## config.mk

```make
export PLATFORM = sky130hd
export DESIGN_NAME = next_pc_gen
export DESIGN_NICKNAME = d
export VERILOG_FILES = /design/src/rtl/next_pc_gen_pkg.sv /design/src/rtl/next_pc_gen_ras_stack.sv /design/src/rtl/next_pc_gen.sv
export SDC_FILE = /design/constraint.sdc
export NUM_CORES = 1
export LEC_CHECK = 0
export CAP_MARGIN = 20
export CORE_ASPECT_RATIO = 0.7
export CORE_UTILIZATION = 54
export DETAILED_ROUTE_END_ITERATION = 8
export MAX_ROUTING_LAYER = met4
export PLACE_DENSITY = 0.79
export SLEW_MARGIN = 20
export SYNTH_ARGS = -nofsm -noshare
export SYNTH_HDL_FRONTEND = slang
export SYNTH_SLANG_ARGS = --single-unit
```

## constraint.sdc

```tcl
create_clock -name clk -period 3.9 [get_ports clk]
set_input_delay 0.78 -clock clk [delete_from_list [all_inputs] [get_ports clk]]
set_output_delay 0.78 -clock clk [all_outputs]
set_load 0.02 [all_outputs]
```

## src/rtl/next_pc_gen_pkg.sv

```systemverilog
// Shared defaults and next-PC source-select encoding for the next-PC stage.
package next_pc_gen_pkg;

    localparam int unsigned PC_W_DEF      = 16;
    localparam int unsigned RAS_DEPTH_DEF = 4;
    localparam logic [15:0] TRAP_VEC_DEF  = 16'h0002;

    // Which source drives next_pc this cycle.
    typedef enum logic [2:0] {
        SEL_HOLD,
        SEL_RET,
        SEL_TGT,
        SEL_BR,
        SEL_SEQ
    } npc_sel_e;

endpackage

```

## src/rtl/next_pc_gen_ras_stack.sv

```systemverilog
// Circular return-address stack: storage, top pointer and saturating count.
// A push that coincides with a pop is dropped; a push when full overwrites
// the oldest entry.
module next_pc_gen_ras_stack
    import next_pc_gen_pkg::*;
#(
    parameter int unsigned WIDTH = PC_W_DEF,
    parameter int unsigned DEPTH = RAS_DEPTH_DEF
) (
    input  logic                     clk,
    input  logic                     reset,
    input  logic                     push,
    input  logic                     pop,
    input  logic [WIDTH-1:0]         push_data,
    output logic [WIDTH-1:0]         top,
    output logic [$clog2(DEPTH):0]   count,
    output logic                     overflow,
    output logic                     underflow
);

    localparam int unsigned PTR_W = $clog2(DEPTH);
    localparam int unsigned CNT_W = $clog2(DEPTH) + 1;

    logic [WIDTH-1:0] mem_q [DEPTH];
    logic [PTR_W-1:0] ptr_q;
    logic [PTR_W-1:0] top_idx;
    logic [CNT_W-1:0] cnt_q;
    logic             empty;
    logic             full;
    logic             do_push;
    logic             do_pop;

    // Pointer wraps naturally because DEPTH is a power of two.
    assign top_idx   = ptr_q - PTR_W'(1);
    assign top       = mem_q[top_idx];
    assign count     = cnt_q;
    assign empty     = (cnt_q == '0);
    assign full      = (cnt_q == CNT_W'(DEPTH));
    assign do_pop    = pop && !empty;
    assign do_push   = push && !pop;
    assign underflow = pop && empty;
    assign overflow  = do_push && full;

    // Stack storage, pointer and occupancy update.
    always_ff @(posedge clk or negedge reset) begin
        if (!reset) begin
            mem_q <= '{default: '0};
            ptr_q <= '0;
            cnt_q <= '0;
        end else if (do_push) begin
            mem_q[ptr_q] <= push_data;
            ptr_q        <= ptr_q + PTR_W'(1);
            if (!full) begin
                cnt_q <= cnt_q + CNT_W'(1);
            end
        end else if (do_pop) begin
            ptr_q <= top_idx;
            cnt_q <= cnt_q - CNT_W'(1);
        end
    end

endmodule

```

## src/rtl/next_pc_gen.sv

```systemverilog
// Next-PC generation: priority mux over hold/return/target/branch/sequential,
// plus the return-address stack and its sticky error flag.
// Optional build macro NPC_TRAP_EN: ret on an empty stack redirects to TRAP_VEC
// instead of falling through to pc_in+1.
module next_pc_gen
    import next_pc_gen_pkg::*;
#(
    parameter int unsigned     PC_W      = PC_W_DEF,
    parameter int unsigned     RAS_DEPTH = RAS_DEPTH_DEF,
    parameter logic [PC_W-1:0] TRAP_VEC  = PC_W'(TRAP_VEC_DEF)
) (
    input  logic                         clk,
    input  logic                         reset,
    input  logic [PC_W-1:0]              pc_in,
    input  logic                         stall,
    input  logic                         branch_taken,
    input  logic [PC_W-1:0]              branch_off,
    input  logic                         jump,
    input  logic                         call,
    input  logic                         ret,
    input  logic [PC_W-1:0]              jump_target,
    output logic [PC_W-1:0]              next_pc,
    output logic [$clog2(RAS_DEPTH):0]   ras_count,
    output logic                         ras_empty,
    output logic                         ras_full,
    output logic                         ras_err
);

`ifdef NPC_TRAP_EN
    localparam bit TRAP_EN = 1'b1;
`else
    localparam bit TRAP_EN = 1'b0;
`endif

    localparam int unsigned CNT_W = $clog2(RAS_DEPTH) + 1;

    logic [PC_W-1:0] ras_top;
    logic [PC_W-1:0] seq_pc;
    logic [PC_W-1:0] br_pc;
    logic [PC_W-1:0] ret_pc;
    logic            ras_push;
    logic            ras_pop;
    logic            ras_ovf;
    logic            ras_unf;
    logic            conflict;
    logic            ras_err_q;
    npc_sel_e        sel;

    assign seq_pc   = pc_in + PC_W'(1);
    assign br_pc    = pc_in + branch_off;
    assign ras_push = call && !stall;
    assign ras_pop  = ret && !stall;
    assign conflict = call && ret && !stall;
    assign ret_pc   = ras_empty ? TRAP_VEC : ras_top;

    next_pc_gen_ras_stack #(
        .WIDTH (PC_W),
        .DEPTH (RAS_DEPTH)
    ) u_ras (
        .clk       (clk),
        .reset     (reset),
        .push      (ras_push),
        .pop       (ras_pop),
        .push_data (seq_pc),
        .top       (ras_top),
        .count     (ras_count),
        .overflow  (ras_ovf),
        .underflow (ras_unf)
    );

    assign ras_empty = (ras_count == '0);
    assign ras_full  = (ras_count == CNT_W'(RAS_DEPTH));
    assign ras_err   = ras_err_q;

    // Source select in priority order; an empty-stack ret falls to sequential
    // unless the trap redirect is built in.
    always_comb begin
        sel = SEL_SEQ;
        if (stall) begin
            sel = SEL_HOLD;
        end else if (ret) begin
            sel = (ras_empty && !TRAP_EN) ? SEL_SEQ : SEL_RET;
        end else if (call || jump) begin
            sel = SEL_TGT;
        end else if (branch_taken) begin
            sel = SEL_BR;
        end
    end

    // Next-PC data mux.
    always_comb begin
        next_pc = seq_pc;
        unique case (sel)
            SEL_HOLD: next_pc = pc_in;
            SEL_RET:  next_pc = ret_pc;
            SEL_TGT:  next_pc = jump_target;
            SEL_BR:   next_pc = br_pc;
            SEL_SEQ:  next_pc = seq_pc;
            default:  next_pc = seq_pc;
        endcase
    end

    // Sticky stack error, cleared only by reset.
    always_ff @(posedge clk or negedge reset) begin
        if (!reset) begin
            ras_err_q <= 1'b0;
        end else if (ras_ovf || ras_unf || conflict) begin
            ras_err_q <= 1'b1;
        end
    end

endmodule

```

# Yosys cells after proc, flatten, opt, wreduce, memory -nomap -nowiden

Cells that the tools add are included.

Add/subtract/negate cells: 6
$lt $le $gt $ge: 3
Equal/unequal tests: 5
Mux-type cells: 18
Bitwise logic cells: 2
Reductions and logical operators: 19

Operators with widths:

| kind                                                       | count |
|---|---|
| bitwise mux 64 bit                                         | 1 |
| 2-to-1 mux 16 bit                                          | 4 |
| one-hot mux 16 bit (4 select lines)                        | 1 |
| binary-select mux 16 bit (select 2 bit)                    | 1 |
| demux 16 bit (select 2 bit)                                | 1 |
| 2-to-1 mux 3 bit                                           | 8 |
| adder 16 x 1 -> 16 bit, second input constant              | 1 |
| adder 16 bit                                               | 1 |
| logical AND 1 bit                                          | 9 |
| equality test 3 x 2 -> 1 bit, second input constant        | 2 |
| greater-or-equal comparator 3 bit, second input constant   | 2 |
| logical NOT 3 bit                                          | 2 |
| inverter 2 -> 3 bit                                        | 2 |
| 2-to-1 mux 2 bit                                           | 2 |
| adder 3 x 1 -> 3 bit, second input constant                | 1 |
| equality test 3 x 1 -> 1 bit, second input constant        | 1 |
| equality test 3 bit, second input constant                 | 1 |
| logical NOT 1 bit                                          | 3 |
| logical OR 1 bit                                           | 3 |
| less-than comparator 3 x 1 -> 1 bit, second input constant | 1 |
| subtractor 3 x 1 -> 3 bit, second input constant           | 1 |
| adder 2 x 1 -> 2 bit, second input constant                | 1 |
| != test 2 bit, second input constant                       | 1 |
| AND reduction 2 bit                                        | 1 |
| other kinds (2)                                            | 2 |

Register bits: 70
Input bits: 55
Output and inout port bits: 22

# Depth between registers and ports, before layout

Depth after elaboration: 7
Mapped depth: 11
Gate-level depth less buffers: 9

# By module

Synthesis repeated with hierarchy kept, for this count alone.

Cells, all modules: 413
Area, all modules: 4,928.5 sq um

Modules (own cells, without submodules):

| module                | times used | cells an instance | area each (sq um) |
|---|---|---|---|
| next_pc_gen_ras_stack | 1          | 200               | 3,398.3 |
| next_pc_gen           | 1          | 213               | 1,530.2 |

# Least setup slack after synthesis

OpenSTA, ideal clock, no wires.

Path type: input -> output
From: in pc_in[0]
To: out next_pc[14]
Data arrival time: 2,628 ps
Path slack: 492 ps
Stages on the path: 9
Path through: ha_1 -> inv_1 -> fa_1 -> nor2b_1 -> o2111ai_2 -> nand3_2 -> a21oi_1 -> and3_1 -> or4_1

Word-level cells in the longest chain between the ends: 2

Ends and longest elaborated chain:

| element                                                       | RTL line                             | RTL |
|---|---|---|
| start: declaration                                            | next_pc_gen.sv:14                    | `input logic [PC_W-1:0] pc_in,` |
| adder 16 x 1 -> 16 bit / adder 16 bit (equally long branches) | next_pc_gen.sv:49, next_pc_gen.sv:50 |  |
| one-hot mux 16 bit (4 select lines) (*)                       | next_pc_gen.sv:93                    | `unique case (sel)` |
| end: declaration                                              | next_pc_gen.sv:22                    | `output logic [PC_W-1:0] next_pc,` |

Every way passes the cells marked *; elsewhere a longest branch is shown, timed or not.

# Worst setup path after layout

From: in pc_in[5]
To: out next_pc[14]

The elaborated chain is that of the path after synthesis.

==> impl_metrics.json <==
{
  "status": "finished, violations left",
  "violations": "DRC",
  "antenna_cells": 0,
  "hold_slack_ns": 0.4145,
  "grt_max_degree": 49,
  "path_depth": 10,
  "io_pins": 77,
  "start_util_pct": 57.16,
  "worst_pin_slew_ns": 0.7934,
  "cap_violations": 0,
  "clock_path_buffers": 2,
  "syn_area_sq_um": 4596,
  "die_y_microns": 79.19,
  "io_buffers": 76,
  "cp_max_fo": 3,
  "leakage_nw": 2.976,
  "arrival_ns": 3.07,
  "core_sq_um": 8040,
  "cts_num_sinks": 70,
  "syn_area_per_cell_sq_um": 9.173,
  "tns_ns": 0,
  "numCtsBuffers": 9,
  "drtAntennaViolNets": 0,
  "synth_edf_count": 0,
  "worstSetupEndpointType": "output port",
  "drtPass1Iterations": 7,
  "rows": 27,
  "cts_root_buffer": "clkbuf_16",
  "synth.distinct_cells": 62,
  "regArea_sq_um": 1752,
  "ir_drop_uv": 823.3,
  "drive_gt1_share_pct": 24.89,
  "drtIter0Drc": 732,
  "timing.critical_path.mode_cell": "buf_4",
  "die_w_microns": 112.3,
  "synth_common_cells": "nand2_1, dfrtp_1, o21ai_0, a21oi_1, nor2_1",
  "syn_inst": 501,
  "fp.dieArea_sq_um": 8889,
  "path_buf_inv": 4,
  "syn-num-nets": 578,
  "finalSetupViolations": 0,
  "fin_crit_ns": 3.849,
  "ys_ff_latch": 70,
  "netlist.area_leader.share_pct": 38.12,
  "gp_congestion": 0.9485,
  "crit_path_start": "pc_in[5]",
  "grt_usage_pct": 41.01,
  "grt_overflow_total": 0,
  "layout.nets": 731,
  "fmax_mhz": 259.8,
  "critical-path-slowest-cell": "or4_4",
  "path_cells": "clkdlybuf4s50_1, ha_1, buf_4, o2111ai_2, nand3_2, a21oi_4, buf_4, a2111oi_2, or4_4, buf_6",
  "p_per_area_nw_per_um2": 625.5,
  "synth_flop_cell": "dfrtp_1",
  "clock_latency_ns": 0.34,
  "start_kind": "input pin",
  "fillers": 497,
  "stdcell_area_sq_um": 6521,
  "async_flop_share_pct": 100.0,
  "finalClockSkew_ns": 0.005359,
  "wl_per_cell_microns": 22.46,
  "slowest_delay_ns": 0.54,
  "clk_pin_slew_ns": 0.06,
  "min_path_type": "in2async",
  "worst_r2r_path_depth": 4,
  "critPathTopFamily": "buffers and inverters",
  "finalWirelength_mm": 17.07,
  "grt_pass1_wl_mm": 26.65,
  "synthTopCellsByArea": "dfrtp_1, o21ai_0, nand2_1",
  "final_max_slew_viol_count": 0,
  "yosysWarnings": 0,
  "drc": 11,
  "antenna_found_initial": 0,
  "yosysSeqAreaShare_pct": 38.12,
  "hold_violations": 0,
  "yosysMostFrequentCell": "nand2_1",
  "vias_per_cell": 6.563,
  "dp_hpwl_mm": 10.95,
  "htree_levels": 3,
  "relSlewSlack_pct": 46.98,
  "crit_type": "in2out",
  "multi_input_area_sq_um": 2804,
  "grt_pass1_vias": 4873,
  "power_mw": 4.079,
  "post_dp_cell_area_sq_um": 6042,
  "cp.required_ns": 3.12,
  "yosysTopAreaCell": "dfrtp_1",
  "timing.final.crit_share_pct": 98.70,
  "r2r-start": "u_ras.ptr_q[0]$_DFFE_PN0P_",
  "cts_tree": "built",
  "vias": 4988,
  "area_growth_pct": 41.90,
  "hold_buffers": 0
}
## metal layers
layer	track usage, %	vias to the layer above	wire, microns
li1	-	2146	-
met1	54.07	2427	6837
met2	67.02	371	7900
met3	7.481	44	2014
met4	9.067	0	318
met5	-	-	0
## sequential cells by signal, summed over array words and instances, names as in the netlist
signal and flops:
ras_err 1, u_ras.count 3, u_ras.mem_q 64, u_ras.ptr_q 2
## stage by stage
step,std cells,worst slack [ns],utilization (%)
2_1_floorplan,501,0.4925,-
3_3_place_gp,740,-0.5372,75.15
3_5_place_dp,740,-0.5895,75.15
4_1_cts,756,-0.06419,79.75
5_1_grt,760,-0.001981,81.11
6_report,760,0.05059,81.11
## cell usage in the layout, fill, tap and decap left out, types with 11 or more instances in the layout
| cell | n |
|---|---|
| clkdlybuf4s50_1 | 54 |
| o21ai_0 | 61 |
| a222oi_1 | 11 |
| dfrtp_1 | 70 |
| and3_1 | 11 |
| ha_1 | 16 |
| nand3_1 | 14 |
| buf_4 | 96 |
| nor2_1 | 28 |
| a21oi_1 | 36 |
| nand2_1 | 81 |
| xnor2_1 | 12 |
## kinds of logic after synthesis
logic type | after synthesis | share of synthesized area, %
and+or+nand+nor | 173 | 17.91
AOI/OAI and AO/OA | 153 | 20.77
xor gates and xnor gates | 23 | 4.383
adders and majority gates | 22 | 6.316
muxes | 18 | 8.767
buffers and inverters | 42 | 3.730
DFF | 70 | 38.12
## final timing paths
kind                                          endpoint  slack (ns)
setup / recovery                           next_pc[14]        0.05
hold / removal             u_ras.mem_q[62]$_DFFE_PN0P_        0.41
setup reg to reg           u_ras.mem_q[45]$_DFFE_PN0P_        1.79
hold reg to reg            u_ras.mem_q[33]$_DFFE_PN0P_        0.48
max in group asynchronous  u_ras.mem_q[17]$_DFFE_PN0P_        2.49
min in group clk           u_ras.mem_q[33]$_DFFE_PN0P_        0.48
## what timing repair did
item / 4_1_cts / 5_1_grt
setup endpoints to repair: 15 / 11
gates resized for setup: 38 / 39
buffers inserted: 0 / 4
pin swaps: 2 / 11
endpoints found under the hold margin: 0 / 0
## cell type report
cell class	count	share of cell area, %
clock buffers	10	3.665
inverters	12	0.6907
flip-flops and latches	70	26.86
multi-input cells	389	43.00
repair buffers	172	22.18
clock inverters	6	1.669
well taps	101	1.938
## where the power goes
part	leakage (nW)	internal, mW	switching [mW]	total, mW
logic	1.95	0.810	0.958	1.77
registers	0.856	1.07	0.279	1.35
clock network	0.172	0.641	0.317	0.958
Note: power is estimated with default switching activity, not from simulation.
==> edit: new RTL, same flow settings <==
Change the package constant `PC_W_DEF` from 16 to 32.
--- a/src/rtl/next_pc_gen_pkg.sv
+++ b/src/rtl/next_pc_gen_pkg.sv
@@ -3,3 +3,3 @@
 
-    localparam int unsigned PC_W_DEF      = 16;
+    localparam int unsigned PC_W_DEF      = 32;
     localparam int unsigned RAS_DEPTH_DEF = 4;
Ports: changed (resized branch_off, jump_target, next_pc and pc_in); port bits go from 77 to 141. The function was not compared with the original's and may differ.
==> edit against the original RTL <==
- the run ends with setup timing left
- non-clock buffer count increased by 196
- sequential cell count grew 64
- synthesized area rose by 94%
- worst setup slack got worse by 0.14 ns
- sequential power increased by 79%
- wire length increased by 100%
- maximum frequency decreased by 3.4%
- total power grew 85%
- worst hold slack better by 0.037 ns
- final area increased by 100%
==> edit: results (changes against the original RTL) <==
NUMPLACEDINSTANCES=1489  # was 740
MAXIMUM_NUMBER_OF_PINS_ON_ONE_NET_BEFORE_GLOBAL_ROUTE_REPAIR=135  # was 49
MAXIMUM_VDD_DROP_uV=708  # was 823 uV
NUMCTSBUFFERS=17  # was 9
SETUP-VIOLATIONS-FINAL=4  # was 0
DRT_FIRST_PASS_ITERS=8  # was 7
INTPOWER_uW=4650  # was 2520 uW
NON_CLOCK_BUFFER_AREA_SHARE_PCT=23.9  # was 22.2%
RRSETUPSLACK_NS=1.76  # was 1.79 ns
DP_SLACK_NS=-1.04  # was -0.589 ns
INITIAL_ANTENNA_VIOLATION_COUNT=1  # was 0
CRITICAL_PATH_ARRIVAL_NS=3.21  # was 3.07 ns
INPUT_OUTPUT_BUFFERS=140  # was 76
FINAL_CRITICAL_PATH_SETUP_SLACK_NS=-0.0861  # was 0.0506 ns
SH_SEQ_AREA_PCT=25.2  # was 26.9%
SYNTH_COMPOUND_AREA_SHARE_PCT=21.9  # was 20.8%
POWER.LEAKAGE_uW=0.00599  # was 0.00298 uW
WORST_SLEW_MARGIN_REL_PCT=53.0  # was 47.0%
GRT_FIRST_PASS_WIRELENGTH_UM=51400  # was 26,600 um
YOSYSSEQAREASHARE_PCT=37.6  # was 38.1%
YOSYS.AREA_SHARE.XOR_XNOR_PCT=5.59  # was 4.38%
VIOLATIONS='setup timing'  # was DRC
CLOCK_CELL_AREA_SHARE_PCT=4.14  # was 5.33%
WORST-R2R-CELL-COUNT=8  # was 4
TOTALNEGATIVESETUPSLACK_NS=-0.167  # was 0 ns
CP_SLOWEST_CELL='sky130_fd_sc_hd__a2111oi_4'  # was sky130_fd_sc_hd__or4_4
CTS.SINK_COUNT=134  # was 70
SYNTHDISTINCTLIBCELLS=75  # was 62
PLACE_HPWL_UM=24100  # was 10,900 um
RUN_STATUS='finished with violations'  # unchanged
N_CLOCK_BUFFER=20  # was 10
FRACTION_OF_FINAL_LAYOUT_CELLS_WITH_DRIVE_STRENGTH_GREATER_THAN_1_PCT=32.5  # was 24.9%
==> edit: cell count changes in the layout (fill, tap and decap cells not counted), moves of 18 or more <==
cell,unedited run,this run
sky130_fd_sc_hd__nand2_1,81,178
sky130_fd_sc_hd__dfrtp_1,70,133
sky130_fd_sc_hd__xor2_1,9,27
sky130_fd_sc_hd__dlygate4sd2_1,5,32
sky130_fd_sc_hd__mux4_2,10,32
sky130_fd_sc_hd__nor2_1,28,53
sky130_fd_sc_hd__o21ai_0,61,111
sky130_fd_sc_hd__buf_6,1,21
sky130_fd_sc_hd__buf_4,96,216
sky130_fd_sc_hd__ha_4,2,25
sky130_fd_sc_hd__a21oi_1,36,72
==> edit: worst reg2reg max path, cell delays in order (launching register included) <==
cell                       delay (ns)
sky130_fd_sc_hd__dfrtp_1         0.46
sky130_fd_sc_hd__nor3_1          0.42
sky130_fd_sc_hd__nand2b_1        0.29
sky130_fd_sc_hd__nor2_2          0.11
sky130_fd_sc_hd__buf_4           0.16
sky130_fd_sc_hd__nor2_1          0.25
sky130_fd_sc_hd__a21oi_1         0.12
sky130_fd_sc_hd__nand2_1         0.13
sky130_fd_sc_hd__nand2_1         0.08
==> edit: how the worst max path moves through the flow <==
stage | start | to | slack, ns | cells past startpoint
finish | branch_off[6] | next_pc[27] | -0.09 | 12
global route | pc_in[7] | next_pc[28] | -0.10 | 13
CTS | branch_off[6] | next_pc[27] | -0.12 | 12
detailed placement | pc_in[0] | next_pc[24] | -1.04 | 13
global placement | pc_in[1] | next_pc[23] | -1.02 | 12
floorplan | pc_in[0] | next_pc[24] | 0.04 | 11
==> edit: what timing repair did <==
action,in CTS,in global routing
hold endpoints to repair,0,0
pin swaps,57,35
setup endpoints to repair,32,29
gates resized for setup,290,60
buffers inserted,14,11
